[config.mk]
export PLATFORM = sky130hd
export DESIGN_NAME = fifo_rd_drain
export DESIGN_NICKNAME = d
export VERILOG_FILES = /design/src/rtl/fifo_rd_drain.sv
export SDC_FILE = /design/constraint.sdc
export NUM_CORES = 1
export LEC_CHECK = 0
export ABC_AREA = 0
export CAP_MARGIN = 5
export CORE_ASPECT_RATIO = 1.1
export CORE_MARGIN = 5
export CORE_UTILIZATION = 45
export DETAILED_ROUTE_END_ITERATION = 7
export PLACE_DENSITY_LB_ADDON = 0.1
export SLEW_MARGIN = 5
export SYNTH_ARGS = -nofsm -noshare
export SYNTH_HDL_FRONTEND = slang
export SYNTH_SLANG_ARGS = --single-unit
[constraint.sdc]
create_clock -name clk_i -period 2.6 [get_ports clk_i]
set_clock_uncertainty 0.1 [all_clocks]
set_input_delay 0.52 -clock clk_i [delete_from_list [all_inputs] [get_ports clk_i]]
set_output_delay 0.52 -clock clk_i [all_outputs]
set_load 0.005 [all_outputs]
[src/rtl/fifo_rd_drain.sv]
// Read-side drain controller for the synchronous FIFO.
// It issues credit-limited pops and absorbs the one-cycle read latency in a 3-entry skid buffer.
module fifo_rd_drain #(
    parameter int unsigned WIDTH     = 8,
    parameter int unsigned CNT_WIDTH = 16
) (
    input  logic                 clk_i,
    input  logic                 rst_i,
    input  logic                 en_i,
    input  logic                 empty_i,
    output logic                 rd_en_o,
    input  logic [WIDTH-1:0]     rdata_i,
    input  logic                 rd_error_i,
    output logic                 m_valid_o,
    output logic [WIDTH-1:0]     m_data_o,
    input  logic                 m_ready_i,
    output logic [CNT_WIDTH-1:0] rd_count_o,
    output logic                 err_o,
    output logic                 idle_o
);

    localparam int unsigned Entries = 3;

    logic [1:0]           occ_q, occ_d;
    logic                 inflight_q;
    logic [1:0]           head_q, head_d;
    logic [1:0]           tail_q, tail_d;
    logic [WIDTH-1:0]     buf_q [Entries];
    logic [WIDTH-1:0]     last_q, last_d;
    logic [CNT_WIDTH-1:0] count_q, count_d;
    logic                 err_q;
    logic [2:0]           credit_used;
    logic                 xfer;

    function automatic logic [1:0] ptr_inc(input logic [1:0] ptr);
        return (ptr == 2'd2) ? 2'd0 : ptr + 2'd1;
    endfunction

    // Slots already spoken for: buffered words plus the word returning next cycle.
    assign credit_used = {1'b0, occ_q} + {2'b00, inflight_q};

    always_comb begin
        rd_en_o    = ~rst_i & en_i & ~empty_i & (credit_used < 3'd3);
        m_valid_o  = (occ_q != 2'd0);
        xfer       = m_valid_o & m_ready_i;
        // With the buffer empty, keep showing the most recently delivered word.
        m_data_o   = m_valid_o ? buf_q[head_q] : last_q;
        idle_o     = (occ_q == 2'd0) & ~inflight_q;
        rd_count_o = count_q;
        err_o      = err_q;
    end

    always_comb begin
        occ_d   = occ_q + {1'b0, inflight_q} - {1'b0, xfer};
        head_d  = head_q;
        tail_d  = tail_q;
        last_d  = last_q;
        count_d = count_q;
        if (xfer) begin
            head_d  = ptr_inc(head_q);
            last_d  = buf_q[head_q];
            count_d = count_q + CNT_WIDTH'(1);
        end
        if (inflight_q) begin
            tail_d = ptr_inc(tail_q);
        end
    end

    always_ff @(posedge clk_i or posedge rst_i) begin
        if (rst_i) begin
            occ_q      <= 2'd0;
            inflight_q <= 1'b0;
            head_q     <= 2'd0;
            tail_q     <= 2'd0;
            last_q     <= '0;
            count_q    <= '0;
            err_q      <= 1'b0;
            for (int i = 0; i < Entries; i++) begin
                buf_q[i] <= '0;
            end
        end else begin
            occ_q      <= occ_d;
            inflight_q <= rd_en_o;
            head_q     <= head_d;
            tail_q     <= tail_d;
            last_q     <= last_d;
            count_q    <= count_d;
            err_q      <= err_q | rd_error_i;
            if (inflight_q) begin
                buf_q[tail_q] <= rdata_i;
            end
        end
    end

endmodule
==> summary.md <==
| Metric | Value |
|---|---|
| Clock tree sinks | `56` |
| Max H-tree Level | `2` |
| Total wire length after detailed routing | `4.766 mm` |
| Number of placement rows | `28` |
| Area Growth Syn to Fin | `26.99%` |
| Final period util | `95.42%` |
| Routed vias/inst | `4.962` |
| Post-route DRC | `0` |
| Antenna violations before repair | `0` |
| Share of synthesized area occupied by flip-flops and latches | `56.20%` |
| Routed Antenna Nets | `0` |
| First-pass GRT wire length | `8.238 mm` |
| Worst-path clk slew | `90 ps` |
| Number of synthesis warnings | `0` |
| Type of the worst min-delay path | `reg -> reg` |
| Unrepaired setup endpoints after global routing | `false` |
| Run status | `finished clean` |
| 1st-pass router iterations | `4` |
| Most frequent cells in the layout | `sky130_fd_sc_hd__dfrtp_1 (54), sky130_fd_sc_hd__clkdlybuf4s50_1 (39), sky130_fd_sc_hd__mux2_2 (25), sky130_fd_sc_hd__nor2_1 (23), sky130_fd_sc_hd__nand2_1 (19)` |
| Most common cell after layout, fill and taps aside | `sky130_fd_sc_hd__dfrtp_1` |
| Setup violation total in the final timing report | `0` |
| Buf/Inv on CP | `2` |
| Root buf cell | `sky130_fd_sc_hd__clkbuf_8` |
| Detail Placement HPWL | `3.292 mm` |
| Crit end category | `primary output` |
| Data arrival, critical path | `1860 ps` |
| Wire length per cell | `13.77 µm` |
| Worst vdd ir | `0.0005343 V` |
| Vias in the first global route | `1768` |
| Largest incremental delay on the critical path | `530 ps` |
| Post-synth net total | `238` |
| Setup ws final | `119.1 ps` |
| Most common flop cell mapped by yosys | `sky130_fd_sc_hd__dfrtp_1` |
| Dominant cell type by count on the critical path | `sky130_fd_sc_hd__a21oi_1` |
| Final-report hold violation count | `0` |
| Average footprint of a synthesized cell | `11.39 µm²` |
| Starting utilization of the core area | `46.22%` |
| Nets | `289` |
| Inserted Clock Buffers | `5` |
| Reported leakage power | `0.001423 µW` |
| Maximum count of clock buffers along a single path | `2` |
| Global-route congestion overflow total | `0` |
| CP max FO | `8` |
| Sort of element at the start of the critical path | `flop` |
| Worst-path cell with the longest stage delay | `sky130_fd_sc_hd__clkdlybuf4s50_1` |
| Number of hold-repair buffers added at the cts stage | `0` |
| Synthesized instance count | `219` |
| Cell Area, Synth | `0.002494 mm²` |
| Die Wd | `80.98 µm` |
| CP top delay family | `buffers and inverters` |
| Final core utilization | `58.70%` |
| Maximum number of pins on one net before global-route repair | `57` |
| EDFF count, synth | `0` |
| Ratio of cells with drive above 1 in the final layout | `19.93%` |
| Share of synthesized flip-flops with an asynchronous set or reset | `100.0%` |
| Via count | `1717` |
| Setup Crit Path Kind | `reg -> out` |
| Final Power | `3439 µW` |
| Global placer's final weighted congestion | `0.7418` |
| Later-pin clock latency in the skew report | `300 ps` |
| Post-layout instance area | `0.003167 mm²` |
| Input/output buffers | `41` |
| 1st-iter DRT viols | `66` |
| Register bit total from synthesis | `56` |
| Minimum period implied by the final worst setup slack | `2481 ps` |
| Placement-stage cell area | `0.003027 mm²` |
| Headroom to the max-slew limit | `53.84%` |
| Core area | `0.005395 mm²` |
| Cells traversed along the worst timing path | `buf_6, mux2i_1, nor2_1, a21oi_1, a21oi_1, clkdlybuf4s50_1` |
| Count of inserted antenna diode cells | `0` |
| Worst EP required | `1980 ps` |
| Total of max-cap violations | `0` |
| Total power per unit cell area | `1086 mW/mm²` |
| Height of the chip | `88.08 µm` |
| Die area | `0.007132 mm²` |
| Transition at the pin with the smallest max-transition slack | `692.4 ps` |
| Achievable Freq | `403.1 MHz` |
| TritonCTS clock tree | `built` |
| GR Util All Layers | `15.20%` |
| Final number of max-transition violations | `0` |
| Total Neg Setup Slack | `0 ps` |
| I/O pin count | `42` |
| DP Worst Slack | `181.2 ps` |
| Count of unique library cells instantiated by Yosys | `25` |
==> state kept, by name (all words and copies together), names as in the netlist <==
name	cells
head_q	2
inflight_q	1
buf_q	24
rd_count_o	16
err_o	1
last_q	8
tail_q	2
occ_q	2
==> metal layers <==
layer	vias up	share of wire (%)	global-route usage, %
li1	845	-	-
met1	831	44	18.07
met2	36	51	27.11
met3	5	4.2	3.909
met4	0	1.1	4.147
met5	-	0	0
==> area by class of cell <==
class                      count  area, µm²
fill                         498       2228
sequential                    56       1404
multi-input combinational    148       1040
timing repair buffer          53      509.2
tap                           75      93.84
clock buffer                   7      86.33
inverter                       6      26.28
clock inverter                 1      7.507
==> final timing paths <==
check,start,to,slack (ps),cells past startpoint
setup reg to reg,occ_q[0],occ_q[1],450,10
setup / recovery,head_q[1],m_data_o[0],120,6
max in group asynchronous,rst_i,head_q[1],1210,3
hold / removal,err_o,err_o,370,1
min in group asynchronous,rst_i,err_o,680,3
hold reg to reg,err_o,err_o,370,1
==> Yosys cell counts (3+ instances only) <==
library cell               number  area share [%]
sky130_fd_sc_hd__clkbuf_1       8             1.2
sky130_fd_sc_hd__nor3_1         3            0.60
sky130_fd_sc_hd__o21ai_0        9             1.8
sky130_fd_sc_hd__ha_1           5             2.5
sky130_fd_sc_hd__or2_2          3            0.75
sky130_fd_sc_hd__nor2_1        23             3.5
sky130_fd_sc_hd__inv_1          6            0.90
sky130_fd_sc_hd__mux2_2        25              11
sky130_fd_sc_hd__a21oi_1       17             3.4
sky130_fd_sc_hd__mux2i_1        8             3.2
sky130_fd_sc_hd__xnor2_1       11             3.9
sky130_fd_sc_hd__nand2_1       19             2.9
sky130_fd_sc_hd__xor2_1         6             2.1
sky130_fd_sc_hd__dfrtp_1       56              56
sky130_fd_sc_hd__nand3_1        7             1.4
==> kinds of logic (layout without fill, tap and decap cells) <==
kind of cell               count (synthesis)  in the layout  synth area share, %
AOI/OAI and AO/OA                         29             29                6.171
buffers and inverters                     15             67                2.308
muxes                                     33             33                14.50
xor gates and xnor gates                  17             17                5.971
DFF                                       56             56                56.20
and+or+nand+nor                           64             64                12.34
adders and majority gates                  5              5                2.509
==> metrics by stage <==
| step | hold slack [ps] | instances |
|---|---|---|
| floorplan | 350.5 | 219 |
| global placement | 347.4 | 334 |
| detailed placement | 353.8 | 334 |
| CTS | 376.1 | 344 |
| global route | 392.2 | 346 |
| finish | 369.3 | 346 |
==> what timing repair did <==
action / CTS / global route
resized for setup: 1 / 6
buffers inserted: 2 / 2
hold endpoints to repair: 0 / 0
endpoints found under the setup margin: 2 / 7
pin swaps: 0 / 1
==> power by group <==
part           switching (µW)  leakage, µW  internal, µW
registers                 226     0.000691          1220
clock network             277    0.0000445           217
logic                     619     0.000687           884
Power figures use the tool's default switching activity.
